File: src/rtl/top_a1_q4_decoder_3x8_seq.sv
// 3-to-8 one-hot decoder behind a small code FIFO with a valid/ready output register.
// Optional round-trip self-check selected by `DEC_ROUNDTRIP_CHK_EN (err tied low when undefined).
module top_a1_q4_decoder_3x8_seq #(
    parameter int DEPTH = 4
) (
    input  logic       clk,
    input  logic       rst_n,
    input  logic       en,
    input  logic [2:0] I,
    input  logic       in_valid,
    output logic       in_ready,
    output logic [7:0] O,
    output logic       out_valid,
    input  logic       out_ready,
    output logic [4:0] level,
    output logic       err
);

    localparam int AW = (DEPTH > 1) ? $clog2(DEPTH) : 1;

    typedef enum logic {
        EMPTY  = 1'b0,
        LOADED = 1'b1
    } state_t;

    state_t          r_state;
    logic [2:0]      r_mem [DEPTH];
    logic [AW-1:0]   r_wr_ptr;
    logic [AW-1:0]   r_rd_ptr;
    logic [4:0]      r_level;
    logic [7:0]      r_o;
    logic [2:0]      r_code;

    logic            w_push;
    logic            w_pop;
    logic [2:0]      w_head;
    logic [7:0]      w_dec;

    function automatic logic [AW-1:0] next_ptr(input logic [AW-1:0] ptr);
        return (ptr == AW'(DEPTH - 1)) ? '0 : ptr + AW'(1);
    endfunction

    // Readiness depends only on the registered level, so a pop never re-opens a full FIFO.
    assign in_ready  = en && (r_level < 5'(DEPTH));
    assign w_push    = in_valid && in_ready;
    assign w_pop     = (r_level != 5'd0) && ((r_state == EMPTY) || out_ready);
    assign w_head    = r_mem[r_rd_ptr];

    genvar gi;
    generate
        for (gi = 0; gi < 8; gi++) begin : g_dec
            assign w_dec[gi] = (w_head == 3'(gi));
        end
    endgenerate

    always_ff @(posedge clk) begin
        if (w_push) begin
            r_mem[r_wr_ptr] <= I;
        end
    end

    always_ff @(posedge clk) begin
        if (!rst_n) begin
            r_wr_ptr <= '0;
            r_rd_ptr <= '0;
            r_level  <= 5'd0;
        end else begin
            if (w_push) begin
                r_wr_ptr <= next_ptr(r_wr_ptr);
            end
            if (w_pop) begin
                r_rd_ptr <= next_ptr(r_rd_ptr);
            end
            case ({w_push, w_pop})
                2'b10:   r_level <= r_level + 5'd1;
                2'b01:   r_level <= r_level - 5'd1;
                default: r_level <= r_level;
            endcase
        end
    end

    always_ff @(posedge clk) begin
        if (!rst_n) begin
            r_state <= EMPTY;
            r_o     <= 8'h00;
            r_code  <= 3'd0;
        end else if (w_pop) begin
            r_state <= LOADED;
            r_o     <= w_dec;
            r_code  <= w_head;
        end else if ((r_state == LOADED) && out_ready) begin
            r_state <= EMPTY;
            r_o     <= 8'h00;
        end
    end

    assign O         = r_o;
    assign out_valid = (r_state == LOADED);
    assign level     = r_level;

`ifdef DEC_ROUNDTRIP_CHK_EN
    logic [2:0] w_enc;
    logic       w_onehot;
    logic       r_err;

    // Later iterations overwrite earlier ones, so the highest set bit wins.
    always_comb begin
        w_enc = 3'd0;
        for (int k = 0; k < 8; k++) begin
            if (O[k]) begin
                w_enc = 3'(k);
            end
        end
    end

    assign w_onehot = (O != 8'h00) && ((O & (O - 8'd1)) == 8'h00);

    always_ff @(posedge clk) begin
        if (!rst_n) begin
            r_err <= 1'b0;
        end else if ((r_state == LOADED) && (!w_onehot || (w_enc != r_code))) begin
            r_err <= 1'b1;
        end
    end

    assign err = r_err;
`else
    assign err = 1'b0;
`endif

endmodule

File: config.mk
export PLATFORM = sky130hd
export DESIGN_NAME = top_a1_q4_decoder_3x8_seq
export DESIGN_NICKNAME = d
export VERILOG_FILES = /design/src/rtl/top_a1_q4_decoder_3x8_seq.sv
export SDC_FILE = /design/constraint.sdc
export NUM_CORES = 1
export LEC_CHECK = 0
export CAP_MARGIN = 40
export CORE_MARGIN = 10
export CORE_UTILIZATION = 52
export CTS_CLUSTER_SIZE = 16
export DETAILED_ROUTE_END_ITERATION = 7
export GPL_TIMING_DRIVEN = 0
export PLACE_DENSITY_LB_ADDON = 0.1
export SETUP_SLACK_MARGIN = 0.15
export SLEW_MARGIN = 5
export SYNTH_ARGS = -nofsm -noshare
export SYNTH_HDL_FRONTEND = slang
export SYNTH_SLANG_ARGS = --single-unit
File: constraint.sdc
create_clock -name clk -period 3.58 [get_ports clk]
set_input_delay 0.358 -clock clk [delete_from_list [all_inputs] [get_ports clk]]
set_output_delay 0.358 -clock clk [all_outputs]
set_load 0.05 [all_outputs]
==> run_results.csv <==
group,metric,value,unit
timing,slew_headroom,65.91,%
detailed_routing,dr_total_vias,1033,
worst_hold_path,min_path_cells,2,
cells_and_area,drive_gt1_share,13.58,%
cells_and_area,num_antenna_cells,0,
critical_path,r2r-start,"level[2]",
detailed_routing,antenna_left,0,
clock_tree,clk_path_buf_depth,2,
logic_synthesis,ys_types,39,
critical_path,cp-endpoint,"level[4]",
timing,maxSlewViolCount,0,
critical_path,cpPeakStageDelay,0.33,ns
critical_path,crit_required,3.83,ns
floorplan,dieHeight,74.14,um
floorplan,initial_core_util,54.79,%
power,leakage,0.7018,nW
power,power.share.switching,40.70,%
critical_path,crit_path_start,"level[2]",
critical_path,r2r_end,"level[4]",
cells_and_area,area_growth,22.00,%
timing,setup_viol,0,
clock_tree,cts_hold_buf,0,
power,irDropWorstVdd,580.1,uV
timing,hold_ws,0.5086,ns
global_routing,grt_antenna_before_repair,0,
cells_and_area,final_cell_mix,"clkdlybuf4s50_1, dfxtp_1, nor2_1, edfxtp_1, ha_1",
clock_tree,cts_root_buf,"clkbuf_4",
detailed_routing,first_pass_iters,4,
global_routing,grt_usage,10.65,%
cells_and_area,layout_commonest_cell,"clkdlybuf4s50_1",
detailed_routing,initialDrtViolationCount,85,
logic_synthesis,syn-cell-area,1524,um2
critical_path,start_kind,"flop",
logic_synthesis,synth_cells,132,
power,seqPwrFrac,32.4,%
detailed_routing,viasPerCell,5.352,
clock_tree,clock_latency,0.31,ns
timing,fin_crit,2.786,ns
clock_tree,htreeDepth,2,
power,combPwrFrac,51.0,%
placed_design,port_buffers,22,
worst_hold_path,hold_class,"flop to flop",
timing,period_share,77.81,%
global_routing,grt_pass1_vias,980,
logic_synthesis,seq_area_frac_synth,49.92,%
logic_synthesis,synth_area_per_cell,11.55,um2
global_routing,grt_max_degree,11,
global_routing,grt.overflow.total,0,
power,power.internal,942.5,uW
clock_tree,cts_resized,0,
flow_run,max-cap-violations,0,
clock_tree,clkTransAtPathRegs,0.11,ns
placed_design,place.gp.congestion,0.8226,
clock_tree,cts_sinks,32,
status,status,"completed",
power,p_per_area,854.9,nW/um2
power,clkPwrFrac,16.6,%
critical_path,critical_path_arrival,3.04,ns
critical_path,worstPathCellList,"buf_6 > nor3_4 > and3_2 > inv_1 > ha_1 > buf_2 > xor2_1 > ha_1 > o21a_1 > o21a_1 > o32ai_1 > mux2i_1",
logic_synthesis,synth_nets,149,
critical_path,worstSetupEndpointType,"flop",
logic_synthesis,yosysWarningCount,0,
timing,hold_violations,0,
critical_path,crit_type,"flop to flop",
critical_path,reg2reg_depth,12,
critical_path,reg2reg_slack,0.79,ns
power,finalPower,1.589,mW
clock_tree,cts_tree,"built",
floorplan,rows,19,
clock_tree,cts_made_buffers,5,
timing,fin_skew,0.01342,ns
timing,tightest_slew,0.5098,ns
logic_synthesis,ys_ff_latch,32,
critical_path,worst-path-max-fanout,9,
floorplan,pin_count,24,
timing,rsz0062_at_grt,"no",
cells_and_area,nNetsFinal,178,
global_routing,grt_pass1_wl,4623,um
floorplan,coreArea,2781,um2
placed_design,hpwlAfterDp,2167,um
timing,fin_setup_tns,0,ns
clock_tree,post-cts-setup-buffers,0,
power,switchingPower,646.9,uW
detailed_routing,drc,0,
floorplan,die_w,74.14,um
floorplan,die_area,5496,um2
timing,max_freq,359.0,MHz
detailed_routing,wl,2738,um
detailed_routing,wl_per_cell,14.19,um
critical_path,cp_slowest_cell,"dfxtp_1",
-- cell usage after synthesis --
| cell | n | area [um2] |
|---|---|---|
| nor3_4 | 1 | 16.27 |
| conb_1 | 1 | 3.750 |
| o211ai_1 | 1 | 7.510 |
| clkbuf_1 | 2 | 7.510 |
| mux2i_1 | 4 | 40.04 |
| or3_2 | 1 | 7.510 |
| or3_1 | 1 | 6.260 |
| edfxtp_1 | 12 | 360.4 |
| o311ai_0 | 1 | 8.760 |
| or3_4 | 1 | 11.26 |
| nor2b_1 | 4 | 25.02 |
| mux4_1 | 1 | 26.28 |
| mux4_2 | 2 | 45.04 |
| a21oi_1 | 6 | 30.03 |
| nand2b_1 | 3 | 18.77 |
| nand3_1 | 1 | 5.000 |
| o41ai_4 | 1 | 27.53 |
| a21boi_0 | 1 | 7.510 |
| nand3b_1 | 2 | 15.01 |
| or3b_2 | 1 | 8.760 |
| a31oi_1 | 2 | 12.51 |
| inv_1 | 4 | 15.01 |
| buf_2 | 1 | 5.000 |
| dfxtp_1 | 20 | 400.4 |
| and2_1 | 6 | 37.54 |
| nor2_1 | 16 | 60.06 |
| a211oi_2 | 1 | 12.51 |
| o21ai_0 | 1 | 5.000 |
| xor2_1 | 4 | 35.03 |
| buf_4 | 2 | 15.01 |
| o32ai_1 | 1 | 8.760 |
| and3_2 | 1 | 7.510 |
| ha_1 | 9 | 112.6 |
| o21a_1 | 2 | 15.01 |
| nand2_1 | 4 | 15.01 |
| buf_6 | 1 | 11.26 |
| a22oi_1 | 8 | 60.06 |
| or2_2 | 1 | 6.260 |
| o311a_2 | 1 | 11.26 |
-- power groups by stage --
stage	Combinational [mW]	Sequential, mW	Clock [mW]
3_3_place_gp	0.798	0.522	0
4_1_cts	0.817	0.517	0.272
5_1_grt	0.895	0.528	0.292
2_1_floorplan	0.496	0.649	0
3_5_place_dp	0.813	0.525	0
6_report	0.811	0.515	0.264
-- cell type report --
type                    count  area (um2)
plain buffers               6       38.79
multi-input cells          90       709.4
clock inverters             2       35.03
clock buffers               6       41.29
inverters                   4       15.01
well taps                  31       38.79
flip-flops and latches     32       760.7
repair buffers             22       220.2
fillers                   235       922.1
-- registers in the layout, indices dropped and copies added (netlist names), named ones only --
signal,flops
O,8
r_rd_ptr,2
level,5
out_valid,1
r_mem,12
r_wr_ptr,2
-- kinds of logic after synthesis --
| group | synth area share (%) |
|---|---|
| flops | 49.92 |
| fa+ha+maj | 7.389 |
| xor+xnor | 2.299 |
| simple gates | 15.76 |
| other cells | 0.2461 |
| buf+inv | 3.530 |
| mux | 7.307 |
| compound gates | 13.55 |
-- through the flow --
step / cells / area, um2 / setup WS (ns) / util, %
global placement: 185 / 1783 / 0.7134 / 64.10
detailed placement: 185 / 1783 / 0.6568 / 64.10
global route: 193 / 1859 / 0.6232 / 66.85
finish: 193 / 1859 / 0.7944 / 66.85
floorplan: 132 / 1524 / 0.7606 / -
CTS: 193 / 1859 / 0.7640 / 66.85
-- worst min-delay path by stage --
stage / start / endpoint / slack (ns)
after global routing: r_wr_ptr[1] / r_wr_ptr[1] / 0.54
after global placement: r_wr_ptr[1] / r_wr_ptr[1] / 0.48
final: r_wr_ptr[1] / r_wr_ptr[1] / 0.51
after floorplan: I[0] / r_mem[0][0] / 0.46
after detailed placement: r_wr_ptr[1] / r_wr_ptr[1] / 0.49
after CTS: r_wr_ptr[1] / r_wr_ptr[1] / 0.51
-- critical path, delay by kind of cell, from the launching register on --
family          cells  cell delay, ns
mux                 1            0.22
simple gates        2            0.54
buf+inv             3            0.41
compound gates      3            0.64
flops               1            0.33
fa+ha+maj           2            0.43
xor+xnor            1            0.15
-- per-layer routing --
metal  share of wire [%]  track usage [%]  up-vias
li1                    -                -      533
met1                  44            12.83      484
met2                  50            17.42       14
met3                 5.6            4.255        2
met4                0.62            2.484        0
met5                   0                0        -
(Power assumes the default switching activity.)
==> patch 1: new RTL, same settings <==
Change the parameter `DEPTH` from 4 to 16.
--- a/src/rtl/top_a1_q4_decoder_3x8_seq.sv
+++ b/src/rtl/top_a1_q4_decoder_3x8_seq.sv
@@ -2,5 +2,5 @@
 // Optional round-trip self-check selected by `DEC_ROUNDTRIP_CHK_EN (err tied low when undefined).
 module top_a1_q4_decoder_3x8_seq #(
-    parameter int DEPTH = 4
+    parameter int DEPTH = 16
 ) (
     input  logic       clk,
Formal check against the unedited RTL: not equivalent (a bounded check fails within 10 cycles, from zero or initial values and one cycle with rst_n low).
==> patch 1 against the unedited design <==
  * Area after synthesis is 110% higher
  * Synthesized cell count grew 75%
  * Maximum frequency fell by 11%
  * Worst setup slack lost 0.35 ns
  * Core utilization fell by 4.8 points
  * Sequential cell count increased by 42
  * Design area increased by 98%
  * Sequential share of layout area rose by 12 points
  * Global-route usage up 1.7 points
  * Wire length increased by 110%
  * Die area increased by 75%
  * Total power up 69%
  * Critical endpoint unchanged
  * Highest routed layer unchanged
==> patch 1: results (changes against the unedited design) <==
[outcome]
status = complete, no violations

[global_route]
use_met3_pct = 3.17  ; -1.1 points
grt_usage_pct = 12.3  ; +1.7 points
grt_max_degree = 17  ; +6
met2_usage_pct = 17.4  ; -0.064 points
grt_pass1_wl_mm = 9.40  ; +100%
grtUsageMet1_pct = 16.8  ; +4.0 points
grt_pass1_vias = 1826  ; +86%

[clock_tree]
insertion_delay_ns = 0.34  ; +0.03 ns
cts-htree-levels = 3  ; +1
numCtsBuffers = 9  ; +4
cts_max_path_buffers = 2  ; unchanged

[synth]
synth_flop_cell = edfxtp_1
synth_edf_count = 48  ; +36
yosysSeqAreaShare_pct = 62.0  ; +12 points
yosys-top-cells-count = edfxtp_1, nor2_1, dfxtp_1
synth_area_leaders = edfxtp_1, dfxtp_1, mux4_1
syn_nets = 247  ; +66%

[power_and_ir_drop]
vdd_drop_max_v = 0.000539  ; -7.0%
leakagePower_nw = 1.27  ; +80%

[cells_and_area]
layout.nets = 280  ; +57%
largest_reg_flops = 48  ; +36
drive_gt1_share_pct = 10.4  ; -3.2 points

[setup_path]
crit_family = simple AND/OR/NAND/NOR gates
cp.arrival_ns = 3.42  ; +0.38 ns
cp_slowest_cell = nor3_1
r2r_cells = 11  ; -1
reg2reg_from = level[1]
slowest_delay_ns = 0.52  ; +0.19 ns
worstPathMaxFanout = 8  ; -1

[placed_design]
gp_congestion = 0.789  ; -4.1%
dp_slack_ns = 0.206  ; -0.450 ns
hpwl_mm = 3.95  ; +82%
placed_cell_area_mm2 = 0.00348  ; +95%

[hold_path]
hold_start = O[2]
hold_depth = 2  ; unchanged

[routing]
vias_per_cell = 5.38  ; +0.42%
routed_wl_mm = 5.70  ; +110%

[sta]
fin_skew_ns = 0.00988  ; -0.00354 ns
tightest_slew_ns = 0.584  ; +0.0745 ns

## patch 1: area by class of cell
type	count	area share, %
tap	75	2.55
timing repair buffer	22	5.99
clock inverter	4	0.851
clock buffer	12	4.56
buffer	10	1.63
inverter	5	0.511
sequential	74	53.4
multi-input combinational	142	30.5
## patch 1: per-layer routing
metal | share of wire (%) | routed length, µm | vias up
li1 | - | - | 926
met1 | 48 | 2760 | 877
met2 | 46 | 2610 | 44
met3 | 5.2 | 294 | 2
met4 | 0.56 | 32 | 0
met5 | 0 | 0 | -
## patch 1: worst reg2reg max path, delay by kind of cell, from the launching register on
kind	cells	cell delay (ns)
flops	1	0.38
mux	1	0.19
buf+inv	1	0.20
compound gates	4	0.69
simple gates	2	0.96
xor+xnor	1	0.19
fa+ha+maj	2	0.48
## patch 1: final timing paths
check	slack [ns]	to
setup reg to reg	0.44	level[4]
hold reg to reg	0.47	O[2]
setup / recovery	0.44	level[4]
hold / removal	0.47	O[2]
## patch 1: kinds of logic after synthesis
kind of cell	share of synthesized area (%)
xor gates and xnor gates	1.66
buffers and inverters	2.49
adders and majority gates	3.17
muxes	12.0
and+or+nand+nor	11.8
DFF	62.0
AOI/OAI and AO/OA	6.77
other	0.119
## patch 1: per-stage QoR
stage | util, % | instances | hold WS [ns]
global route | 62.1 | 344 | 0.502
finish | 62.1 | 344 | 0.471
floorplan | - | 231 | 0.457
CTS | 62.1 | 344 | 0.478
global placement | 58.7 | 328 | 0.440
detailed placement | 58.7 | 328 | 0.461
## patch 1: power by group
part / internal [mW] / switching [mW] / total [mW]
registers: 0.987 / 0.0725 / 1.06
logic: 0.429 / 0.574 / 1.00
clock network: 0.320 / 0.311 / 0.631
total: 1.74 / 0.958 / 2.69
==> patch 2: new RTL, same flow settings <==
Made on the original files. Put one more register stage on the output `level`, with the module's reset. The value now appears one clock later. The other outputs are not delayed to match. Comments in the files are not updated.
--- a/src/rtl/top_a1_q4_decoder_3x8_seq.sv
+++ b/src/rtl/top_a1_q4_decoder_3x8_seq.sv
@@ -97,5 +97,11 @@
     assign O         = r_o;
     assign out_valid = (r_state == LOADED);
-    assign level     = r_level;
+    always_ff @(posedge clk) begin
+        if (!rst_n) begin
+            level <= '0;
+        end else begin
+            level <= r_level;
+        end
+    end
 
 `ifdef DEC_ROUNDTRIP_CHK_EN
Formal check against the unedited RTL: not equivalent (a bounded check fails within 4 cycles, from zero or initial values and one cycle with rst_n low).
==> patch 2 against the unedited design <==
  * Synthesized cell count is 7.6% higher
  * Worst setup slack worse by 0.15 ns
  * Via count grew 6.8%
  * Wire length increased by 4.3%
  * Sequential cell count grew 5
  * Area after synthesis rose by 8.6%
  * Clock skew shrank 0.0025 ns
  * Non-clock buffer count unchanged
  * Design area is 7.5% higher
  * Total power increased by 3.7%
  * First-iteration DRC count is 14% higher
  * Largest cell class unchanged
==> patch 2: results (changes against the unedited design) <==
[placed_design]
portBuffers = 21  ; -4.5%
gp_congestion = 0.744  ; -9.6%
hpwl_mm = 2.18  ; +0.60%
dp_slack_ns = 0.460  ; -0.197 ns

[setup_path]
worstPathMaxFanout = 10  ; +1
r2r_setup_slack_ns = 0.64  ; -0.15 ns

[hold_path]
hold_start = rst_n
hold_class = input port to register

[synth]
netlist-cell-type-count = 41  ; +5.1%
yosysSeqAreaShare_pct = 52.0  ; +2.1 points
yosys-top-cells-count = dfxtp_1, nor2_1, edfxtp_1

[global_route]
grt_max_degree = 13  ; +2
grt_usage_pct = 9.92  ; -0.73 points

[power_and_ir_drop]
vdd_drop_max_v = 0.000343  ; -41%

[sta]
fin_skew_ns = 0.0109  ; -0.00248 ns
fin_worst_hold_slack_ns = 0.442  ; -0.0663 ns

[cells_and_area]
layout.nets = 187  ; +5.1%
nonClkBufAreaFrac_pct = 12.8  ; -1.1 points
multi_input_area_share_pct = 36.7  ; -1.5 points
drive_gt1_share_pct = 14.6  ; +1.0 points
sh_seq_area_pct = 43.1  ; +2.1 points

[clock_tree]
insertion_delay_ns = 0.34  ; +0.03 ns

[outcome]
status = complete, no violations

[routing]
drt_iter0_drc = 97  ; +14%
met2_length_mm = 1.33  ; -3.2%

[patch 2: worst max-delay path, cell delays in order, from the launching register on]
cell,delay (ns)
dfxtp_1,0.32
buf_6,0.14
nor3_4,0.27
and3_2,0.27
inv_1,0.10
ha_1,0.22
buf_2,0.17
xor2_1,0.15
ha_1,0.22
o21a_1,0.18
o21a_1,0.16
o32ai_1,0.28
mux2_2,0.37
[patch 2: cell families (layout without fill, tap and decap cells)]
| family | count (synthesis) | after routing | share of synthesized area (%) |
|---|---|---|---|
| other cells | 1 | 1 | 0.227 |
| xor+xnor | 4 | 4 | 2.12 |
| fa+ha+maj | 9 | 9 | 6.80 |
| compound gates | 26 | 26 | 12.5 |
| buf+inv | 11 | 40 | 3.70 |
| mux | 7 | 7 | 6.58 |
| simple gates | 47 | 47 | 16.1 |
| flops | 37 | 37 | 52.0 |
[patch 2: stage by stage]
stage,utilization (%),area [µm²]
after CTS,65.5,2000
after detailed placement,62.9,1920
final,65.5,2000
after floorplan,-,1660
after global placement,62.9,1920
after global routing,65.5,2000
